### src/rtl/sram_access_ctrl.sv
// sram_access_ctrl: front end for a single-port SRAM wrapper.
// After reset an optional sweep writes zero to every word. Afterwards the
// controller arbitrates one read or one write per cycle with writes winning,
// except that a read blocked for STARVE_MAX consecutive cycles is forced
// through. Read data arrives one cycle after the address; if the consumer
// stalls, the word is parked in a hold register so the SRAM read port stays free.
module sram_access_ctrl #(
    parameter int ADDR_W         = 7,
    parameter int DATA_W         = 80,
    parameter int MASK_W         = 4,
    parameter int STARVE_MAX     = 3,
    parameter int CLEAR_ON_RESET = 1
) (
    input  logic              clock,
    input  logic              reset,
    input  logic              io_rreq_valid,
    output logic              io_rreq_ready,
    input  logic [ADDR_W-1:0] io_rreq_addr,
    output logic              io_rresp_valid,
    input  logic              io_rresp_ready,
    output logic [DATA_W-1:0] io_rresp_data,
    input  logic              io_wreq_valid,
    output logic              io_wreq_ready,
    input  logic [ADDR_W-1:0] io_wreq_addr,
    input  logic [DATA_W-1:0] io_wreq_data,
    input  logic [MASK_W-1:0] io_wreq_mask,
    output logic              io_init_done,
    output logic [ADDR_W-1:0] sram_r_addr,
    input  logic [DATA_W-1:0] sram_r_data,
    output logic              sram_w_en,
    output logic [ADDR_W-1:0] sram_w_addr,
    output logic [DATA_W-1:0] sram_w_data,
    output logic [MASK_W-1:0] sram_w_mask
);

    localparam int SW = (STARVE_MAX < 1) ? 1 : $clog2(STARVE_MAX + 1);
    localparam logic [SW-1:0]     STARVE_LIM = SW'(STARVE_MAX);
    localparam logic [ADDR_W-1:0] LAST_ADDR  = '1;

    typedef enum logic {
        CLEAR,
        RUN
    } state_t;

    state_t            state;
    state_t            state_next;
    logic [ADDR_W-1:0] sweep_cnt;
    logic [SW-1:0]     starve_cnt;
    logic              resp_valid;
    logic              hold_valid;
    logic [DATA_W-1:0] hold_data;
    logic              init_done;
    logic              run;
    logic              forced;
    logic              write_fire;
    logic              read_fire;
    logic              slot_free;

    // State register: reset chooses between the zero sweep and normal operation
    always_ff @(posedge clock) begin
        if (reset) begin
            state <= (CLEAR_ON_RESET != 0) ? CLEAR : RUN;
        end else begin
            state <= state_next;
        end
    end

    // Next state: leave CLEAR after the last address has been written
    always_comb begin
        state_next = state;
        if (state == CLEAR && sweep_cnt == LAST_ADDR) begin
            state_next = RUN;
        end
    end

    // Outputs and arbitration; everything is held quiet while reset is high
    always_comb begin
        run            = (state == RUN) && !reset;
        forced         = run && io_rreq_valid && (starve_cnt == STARVE_LIM);
        io_wreq_ready  = run && !forced;
        write_fire     = io_wreq_valid && io_wreq_ready;
        slot_free      = !resp_valid || io_rresp_ready;
        io_rreq_ready  = run && !write_fire && slot_free;
        read_fire      = io_rreq_valid && io_rreq_ready;
        io_rresp_valid = resp_valid && !reset;
        io_rresp_data  = hold_valid ? hold_data : sram_r_data;
        io_init_done   = init_done;
        sram_r_addr    = io_rreq_addr;
        sram_w_en      = 1'b0;
        sram_w_addr    = '0;
        sram_w_data    = '0;
        sram_w_mask    = '0;
        if (!reset && state == CLEAR) begin
            sram_w_en   = 1'b1;
            sram_w_addr = sweep_cnt;
            sram_w_mask = '1;
        end else if (write_fire) begin
            sram_w_en   = 1'b1;
            sram_w_addr = io_wreq_addr;
            sram_w_data = io_wreq_data;
            sram_w_mask = io_wreq_mask;
        end
    end

    // Sweep counter, init flag, starvation counter and response tracking
    always_ff @(posedge clock) begin
        if (reset) begin
            sweep_cnt  <= '0;
            init_done  <= 1'b0;
            starve_cnt <= '0;
            resp_valid <= 1'b0;
            hold_valid <= 1'b0;
        end else begin
            if (state == CLEAR) begin
                sweep_cnt <= sweep_cnt + ADDR_W'(1);
            end
            init_done <= (state_next == RUN);

            if (read_fire || !io_rreq_valid) begin
                starve_cnt <= '0;
            end else if (write_fire) begin
                starve_cnt <= starve_cnt + SW'(1);
            end

            if (read_fire) begin
                resp_valid <= 1'b1;
            end else if (io_rresp_ready) begin
                resp_valid <= 1'b0;
            end

            // The SRAM only presents the word for one cycle; park it on a stall
            if (resp_valid && io_rresp_ready) begin
                hold_valid <= 1'b0;
            end else if (resp_valid && !hold_valid) begin
                hold_valid <= 1'b1;
                hold_data  <= sram_r_data;
            end
        end
    end

endmodule

### config.mk
export PLATFORM = sky130hd
export DESIGN_NAME = sram_access_ctrl
export DESIGN_NICKNAME = d
export VERILOG_FILES = /design/src/rtl/sram_access_ctrl.sv
export SDC_FILE = /design/constraint.sdc
export NUM_CORES = 1
export LEC_CHECK = 0
export CORE_AREA = 2 2 144 146
export DETAILED_ROUTE_END_ITERATION = 16
export DIE_AREA = 0 0 146 148
export HOLD_SLACK_MARGIN = 0.05
export PLACE_DENSITY_LB_ADDON = 0.25
export RECOVER_POWER = 50
export SLEW_MARGIN = 40
export SYNTH_ARGS = -nofsm -noshare
export SYNTH_HDL_FRONTEND = slang
export SYNTH_SLANG_ARGS = --single-unit
### constraint.sdc
create_clock -name clock -period 6.95 [get_ports clock]
set_clock_uncertainty 0.15 [all_clocks]
set_input_delay 0.695 -clock clock [delete_from_list [all_inputs] [get_ports clock]]
set_output_delay 0.695 -clock clock [all_outputs]
set_load 0.03 [all_outputs]
### After elaboration in Yosys (flattened, before gate mapping)

Cells that the tools add are included.

* reductions and logical operators: 25
* mux-type cells: 11
* equality and inequality tests: 2
* bitwise gates (word level): 3
* add/sub/neg operators: 2

Operator list (number)
* $mux W80: 3
* $mux W7: 2
* $logic_and A1 B1 Y1: 13
* $mux W4: 2
* $add A7 B1 Y7 const B: 1
* $eq A7 B7 Y1 const B: 1
* $logic_not A1 Y1: 6
* $mux W1: 4
* $reduce_or A2 Y1: 2
* $not A1 Y1: 3
* $reduce_and A3 Y1: 1
* $add A2 B1 Y2 const B: 1
* $eq A2 B2 Y1 const B: 1
* $logic_or A1 B1 Y1: 2
* $reduce_bool A2 Y1: 1

* output and inout port bits: 183
* word-level logic and storage cells: 49
* bits of input ports: 183
* bits in registers: 92

### Depth between registers and ports, before layout

Gate-level depths: netlist of the first run.

* depth after elaboration: 13
* gate-level depth with buffers: 6

### Worst setup path before layout of the first run

No wires, ideal clock.

* path type: in2reg
* from: input port reset
* to: register hold_data[0], enable pin
* setup slack: -0.214 ns
* library setup time: 0.617 ns
* data arrival time: 6.397 ns
* stages on the path: 2
* buffers on the path: 1
* data required time: 6.183 ns
* cell sequence: clkbuf_1 nor3_1

* word-level cells in the longest chain between the ends: 2

RTL lines
* start: declaration: line 15 `input logic reset,`
* $not A1 Y1 (no line)
* $reduce_and A3 Y1 (no line)
* end signal: assignment: line 136 `hold_data <= sram_r_data;`
* end: declaration: line 51 `logic [DATA_W-1:0] hold_data;`

No other way between the ends.
A chain may end at the register's enable or synchronous reset.

### Worst setup path after layout of the first run

* from: input port reset
* to: register hold_data[19], enable pin

The elaborated chain is that of the path after synthesis.

==> impl_metrics.py, run 1 <==
metrics = {
    "layout": {
        "multi_input_area_sq_um": 1850,
        "drive_above_1_share": 0.149,
        "final-seq-area_sq_um": 2650,
        "syn_to_final_growth_pct": 87.1,
        "fill_cells": 1909,
        "fin_nets": 865,
    },
    "power_and_ir_drop": {
        "fin_total_pwr_mw": 1.38,
        "power_density_nw_per_um2": 159,
        "power_leakage_nw": 3.05,
        "irDropWorstVdd_v": 0.000105,
    },
    "global_route": {
        "first_global_vias": 4178,
        "grt_pass1_wl_microns": 26100,
        "antenna_found_initial": 8,
        "gr-usage-all-layers": 0.161,
        "overflow": 0,
        "grt_max_degree": 92,
    },
    "routing": {
        "drt_iter0_markers": 89,
        "drt_wl_total_microns": 18400,
        "vias_per_cell": 4.27,
        "ant_nets": 0,
        "wire_per_inst_microns": 19.2,
        "drt_pass1_iterations": 4,
        "via_count": 4079,
        "drc": 0,
    },
    "sta": {
        "relSlewSlack": -1.95,
        "rsz0062_at_grt": "false",
        "fmax_mhz": 190,
        "setup_viol": 0,
        "finalSetupTns_ns": 0,
        "drv_slew": 81,
        "min_period_over_period": 0.756,
        "fin_crit_ns": 5.25,
        "tightest_slew_ns": 4.43,
        "hold_viol": 0,
    },
    "die": {
        "core_sq_um": 20000,
        "die_x_microns": 146,
        "chipHeight_microns": 148,
        "start_util": 0.232,
        "num_io_pins": 366,
        "dieArea_sq_um": 21600,
        "core.rowCount": 52,
    },
    "clock_tree": {
        "insertion_delay_ns": 0.33,
        "ctsHoldBuffers": 0,
        "cts_tree": "yes",
        "post-cts-setup-buffers": 0,
        "cts-root-buf": "clkbuf_16",
        "post_cts.resized_instances": 0,
        "path_clk_slew_ns": 0.06,
        "clockBufferDepth": 2,
        "cts_max_level": 3,
        "cts_made_buffers": 9,
        "cts_sinks": 92,
    },
    "critical_path": {
        "crit_family": "buffers and inverters",
        "crit_buf_inv": 2,
        "slowest_delay_ns": 3.08,
        "worst-path-max-fanout": 80,
        "critical_path.startpoint": "reset",
        "path_cells": "dlygate4sd3_1 > nor3_4 > clkbuf_1",
        "start_kind": "input port",
        "rr_worst_depth": 2,
        "reg2reg_from": "hold_valid",
        "r2r_end": "hold_data[19]",
        "r2r_slack_ns": 2.36,
        "arrival_ns": 4.93,
        "cp.required_ns": 6.63,
        "critical_path_class": "input port to flip-flop",
        "critPathSlowestCell": "clkbuf_1",
        "worstSetupEndpointType": "flip-flop",
    },
    "synth": {
        "synth_fa_ha_area_frac": 0.00538,
        "ys_ff_latch": 92,
        "yosysWarningCount": 0,
        "syn_area_per_cell_sq_um": 13.5,
        "synth_top_family_by_area": "multiplexers",
        "synth_xor_area_frac": 0.00754,
        "synth_nets": 529,
        "ys_types": 33,
        "synthMuxAreaShare": 0.201,
        "yosysSeqAreaShare": 0.569,
        "synth-simple-area-share": 0.147,
        "syn_inst": 344,
        "post_synth_instance_area_sq_um": 4650,
        "synth_compound_area_frac": 0.0345,
    },
    "min_path": {
        "hold_depth": 2,
        "whs_endpoint": "starve_cnt[1]",
        "worstHoldStart": "starve_cnt[1]",
        "hold_path_class": "flip-flop to flip-flop",
    },
    "run_status": {
        "status": "finished with violations",
        "violations": "capacitance limit, slew limit",
    },
    "flow_run": {
        "maxCapViolations": 1,
    },
    "place": {
        "port_buffers": 351,
        "dp_hpwl_microns": 15100,
        "gp_congestion": 0.854,
    },
}
worst reg2reg max path, delay by kind of cell, from the launching register on:
family | cells | cell delay, ns
buffers and inverters | 1 | 3.08
DFF | 1 | 0.50
and+or+nand+nor | 1 | 0.22
power breakdown:
part,leakage (nW),total (mW),switching [mW],internal (mW)
sequential,0.817,0.602,0.00221,0.600
clock,0.154,0.529,0.211,0.319
combinational,2.08,0.248,0.107,0.141
total,3.05,1.38,0.320,1.06
cell type report:
| class | instances | share of cell area |
|---|---|---|
| antenna | 1 | 0.000288 |
| clock buffer | 10 | 0.0263 |
| clock inverter | 6 | 0.0108 |
| inverter | 2 | 0.000863 |
| multi-input combinational | 221 | 0.212 |
| sequential | 92 | 0.304 |
| tap | 270 | 0.0388 |
| timing repair buffer | 354 | 0.406 |
per-stage QoR:
| step | instances | utilization | setup WS, ns | cell area [sq um] | hold slack (ns) |
|---|---|---|---|---|---|
| floorplan | 344 | - | 2.29 | 4650 | 0.302 |
| finish | 956 | 0.434 | 1.70 | 8700 | 0.349 |
| CTS | 955 | 0.434 | 2.45 | 8700 | 0.349 |
| global route | 955 | 0.434 | 1.26 | 8690 | 0.362 |
| global placement | 939 | 0.418 | 2.52 | 8380 | 0.310 |
| detailed placement | 939 | 0.418 | 2.46 | 8380 | 0.335 |
sequential cells by signal, summed over array words and instances (netlist names):
register / count
hold_data: 80
hold_valid: 1
starve_cnt: 2
io_init_done: 1
sweep_cnt: 7
resp_valid: 1
worst max-delay path by stage:
stage / end / slack, ns / cells after the start
after floorplan: hold_data[0] / 2.29 / 2
after global placement: sram_w_data[7] / 2.52 / 6
after detailed placement: sram_w_data[8] / 2.46 / 6
after CTS: sram_w_data[8] / 2.45 / 6
final: hold_data[19] / 1.70 / 3
after global routing: hold_data[20] / 1.26 / 3
layer usage:
metal / routed length, microns / GRT usage / up-vias
met2: 8720 / 0.273 / 241
met3: 1990 / 0.0537 / 9
met5: 0 / 0 / -
li1: - / - / 1908
met4: 178 / 0.0320 / 0
met1: 7490 / 0.203 / 1921
placed cells by master, fill, tap and decap left out, types with 4 or more instances in the layout:
| cell | count |
|---|---|
| dlygate4sd3_1 | 82 |
| a21oi_1 | 4 |
| edfxtp_1 | 80 |
| nor2_1 | 9 |
| clkdlybuf4s50_1 | 269 |
| clkbuf_16 | 9 |
| a22o_1 | 7 |
| mux2_2 | 82 |
| a21o_1 | 5 |
| and2_1 | 80 |
| nor2b_1 | 6 |
| dfxtp_1 | 11 |
synthesized netlist by cell type:
| master | n | share of area |
|---|---|---|
| a21o_1 | 5 | 0.0081 |
| inv_1 | 2 | 0.0016 |
| nor2b_1 | 6 | 0.0081 |
| clkbuf_2 | 8 | 0.0086 |
| xnor2_1 | 1 | 0.0019 |
| a22o_1 | 7 | 0.013 |
| nor3_4 | 1 | 0.0035 |
| nand4_1 | 1 | 0.0013 |
| o311ai_0 | 1 | 0.0019 |
| nor3_1 | 2 | 0.0022 |
| xor2_1 | 3 | 0.0057 |
| buf_2 | 10 | 0.011 |
| edfxtp_1 | 80 | 0.52 |
| o31ai_1 | 2 | 0.0032 |
| or4_1 | 1 | 0.0016 |
| nor2_1 | 9 | 0.0073 |
| nand2_1 | 2 | 0.0016 |
| clkbuf_1 | 3 | 0.0024 |
| mux2_2 | 82 | 0.20 |
| and2_1 | 80 | 0.11 |
| nand4b_1 | 2 | 0.0038 |
| a21oi_1 | 4 | 0.0043 |
| ha_1 | 2 | 0.0054 |
| nand3_1 | 1 | 0.0011 |
| and3_1 | 1 | 0.0013 |
| dfxtp_1 | 12 | 0.052 |
| a21boi_0 | 1 | 0.0016 |
| and4b_1 | 1 | 0.0022 |
| mux2i_1 | 1 | 0.0022 |
| buf_4 | 8 | 0.013 |
| nand2b_1 | 3 | 0.0040 |
| and2_0 | 1 | 0.0013 |
| a32o_1 | 1 | 0.0022 |
kinds of logic (layout without fill, tap and decap cells):
group / after synthesis / in the layout
compound gates: 21 / 21
xor+xnor: 4 / 4
fa+ha+maj: 2 / 2
buf+inv: 31 / 372
flops: 92 / 92
mux: 83 / 83
other cells: 0 / 1
simple gates: 111 / 111
No activity file was read; power rests on OpenSTA's default activity.
==> inputs of run 2 (changes only) <==
Settings changed: CORE_AREA 2 2 144 146 to 2 2 143 145, DIE_AREA 0 0 146 148 to 0 0 145 147.
Clock period 6.95 ns to 4.95 ns, I/O delays scaled along.
==> impl_metrics.py, run 2 (synthesis results as in run 1) <==
metrics = {
    "place": {
        "placed_cell_area_sq_um": 8410,
        "dp_cells": 942,
        "gp_congestion": 0.865,
        "dpl_worst_slack_ns": 1.41,
        "port_buffers": 351,
        "dp_hpwl_microns": 13700,
    },
    "clock_tree": {
        "insertion_delay_ns": 0.33,
        "cts_sinks": 92,
        "ctsHoldBuffers": 0,
        "cts_max_level": 3,
        "cts_tree": "yes",
        "cts_made_buffers": 9,
        "post_cts.resized_instances": 0,
        "path_clk_slew_ns": 0.06,
        "clockBufferDepth": 2,
        "cts-root-buf": "clkbuf_16",
        "post-cts-setup-buffers": 0,
    },
    "sta": {
        "setup_viol": 0,
        "hold_viol": 0,
        "tightest_slew_ns": 2.61,
        "whs_ns": 0.352,
        "fin_crit_ns": 3.92,
        "drv_slew": 82,
        "min_period_over_period": 0.793,
        "finalSetupTns_ns": 0,
        "fmax_mhz": 255,
        "layout_setup_ws_ns": 1.03,
        "rsz0062_at_grt": "false",
        "relSlewSlack": -0.742,
    },
    "power_and_ir_drop": {
        "fin_total_pwr_mw": 1.93,
        "power_density_nw_per_um2": 221,
        "irDropWorstVdd_v": 0.000117,
        "power_leakage_nw": 3.07,
    },
    "layout": {
        "drive_above_1_share": 0.150,
        "most-common-layout-cells": "clkdlybuf4s50_1, mux2_2, dlygate4sd3_1, and2_1, edfxtp_1",
        "postLayoutCoreUtil": 0.439,
        "instances_no_fill": 959,
        "largest_register_ffs": 80,
        "final_common_cell": "clkdlybuf4s50_1",
        "regMostFlops": "hold_data",
        "syn_to_final_growth_pct": 87.4,
        "fin_nets": 868,
        "fill_cells": 1847,
        "reg_top3": "hold_data: 80 flops, sweep_cnt: 7 flops, starve_cnt: 2 flops",
        "fin_area_sq_um": 8710,
    },
    "run_status": {
        "status": "finished with violations",
        "violations": "capacitance limit, slew limit",
    },
    "global_route": {
        "grt_pass1_wl_microns": 25200,
        "overflow": 0,
        "antenna_found_initial": 1,
        "first_global_vias": 4300,
        "grt_max_degree": 54,
        "gr-usage-all-layers": 0.153,
    },
    "critical_path": {
        "rr_worst_depth": 2,
        "cpMostUsedCell": "clkbuf_1",
        "crit_buf_inv": 3,
        "cp.required_ns": 4.70,
        "path_cells": "dlygate4sd3_1 > clkbuf_1 > nor3_1 > clkbuf_1",
        "start_kind": "input port",
        "arrival_ns": 3.67,
        "worstSetupEndpointType": "flip-flop",
        "crit_family": "buffers and inverters",
        "critPathSlowestCell": "clkbuf_1",
        "critical_path_class": "input port to flip-flop",
        "worst-path-max-fanout": 46,
        "slowest_delay_ns": 1.88,
        "crit_cells": 4,
    },
    "routing": {
        "wire_per_inst_microns": 17.6,
        "via_count": 4097,
        "drc": 0,
        "dr_wl_met3_microns": 1590,
        "vias_per_cell": 4.27,
        "drt_iter0_markers": 123,
        "ant_nets": 0,
        "drt_pass1_iterations": 4,
        "wl_met1_microns": 5910,
        "met2WireLength_microns": 8680,
        "drt_wl_total_microns": 16900,
        "routed.top_layer": "met4",
    },
    "flow_run": {
        "maxCapViolations": 2,
    },
    "die": {
        "start_util": 0.234,
        "die_x_microns": 145,
        "dieArea_sq_um": 21300,
        "core_sq_um": 19800,
        "core.rowCount": 52,
        "num_io_pins": 366,
        "chipHeight_microns": 147,
    },
    "min_path": {
        "hold_depth": 2,
        "hold_path_class": "flip-flop to flip-flop",
    },
}
run 2: final timing paths:
path                      start       endpoint  slack [ns]
setup / recovery          reset  hold_data[78]        1.03
hold / removal    starve_cnt[0]  starve_cnt[0]        0.35
setup reg to reg     hold_valid  hold_data[78]        1.59
hold reg to reg   starve_cnt[0]  starve_cnt[0]        0.35
run 2: worst reg2reg max path: stages (launching register included):
cell and delay (ns):
dfxtp_4 0.50, nor3_1 0.35, clkbuf_1 1.88
run 2: layer usage:
layer | track usage | vias to the layer above
met1 | 0.152 | 1924
li1 | - | 1918
met2 | 0.281 | 228
met4 | 0.0733 | 0
met3 | 0.0602 | 27
met5 | 0 | -
run 2: power by group:
group / total, mW / internal, mW / leakage, nW / switching, mW
Clock: 0.744 / 0.445 / 0.160 / 0.299
Combinational: 0.338 / 0.198 / 2.09 / 0.140
Sequential: 0.846 / 0.842 / 0.817 / 0.00338
run 2: final cells by class:
cell class | count | area [sq um] | share of cell area
repair buffers | 357 | 3560 | 0.409
flip-flops and latches | 92 | 2650 | 0.304
multi-input cells | 221 | 1840 | 0.211
well taps | 270 | 338 | 0.0388
clock buffers | 9 | 225 | 0.0259
clock inverters | 7 | 96.3 | 0.0111
inverters | 2 | 7.51 | 0.000862
diodes | 1 | 2.50 | 0.000287
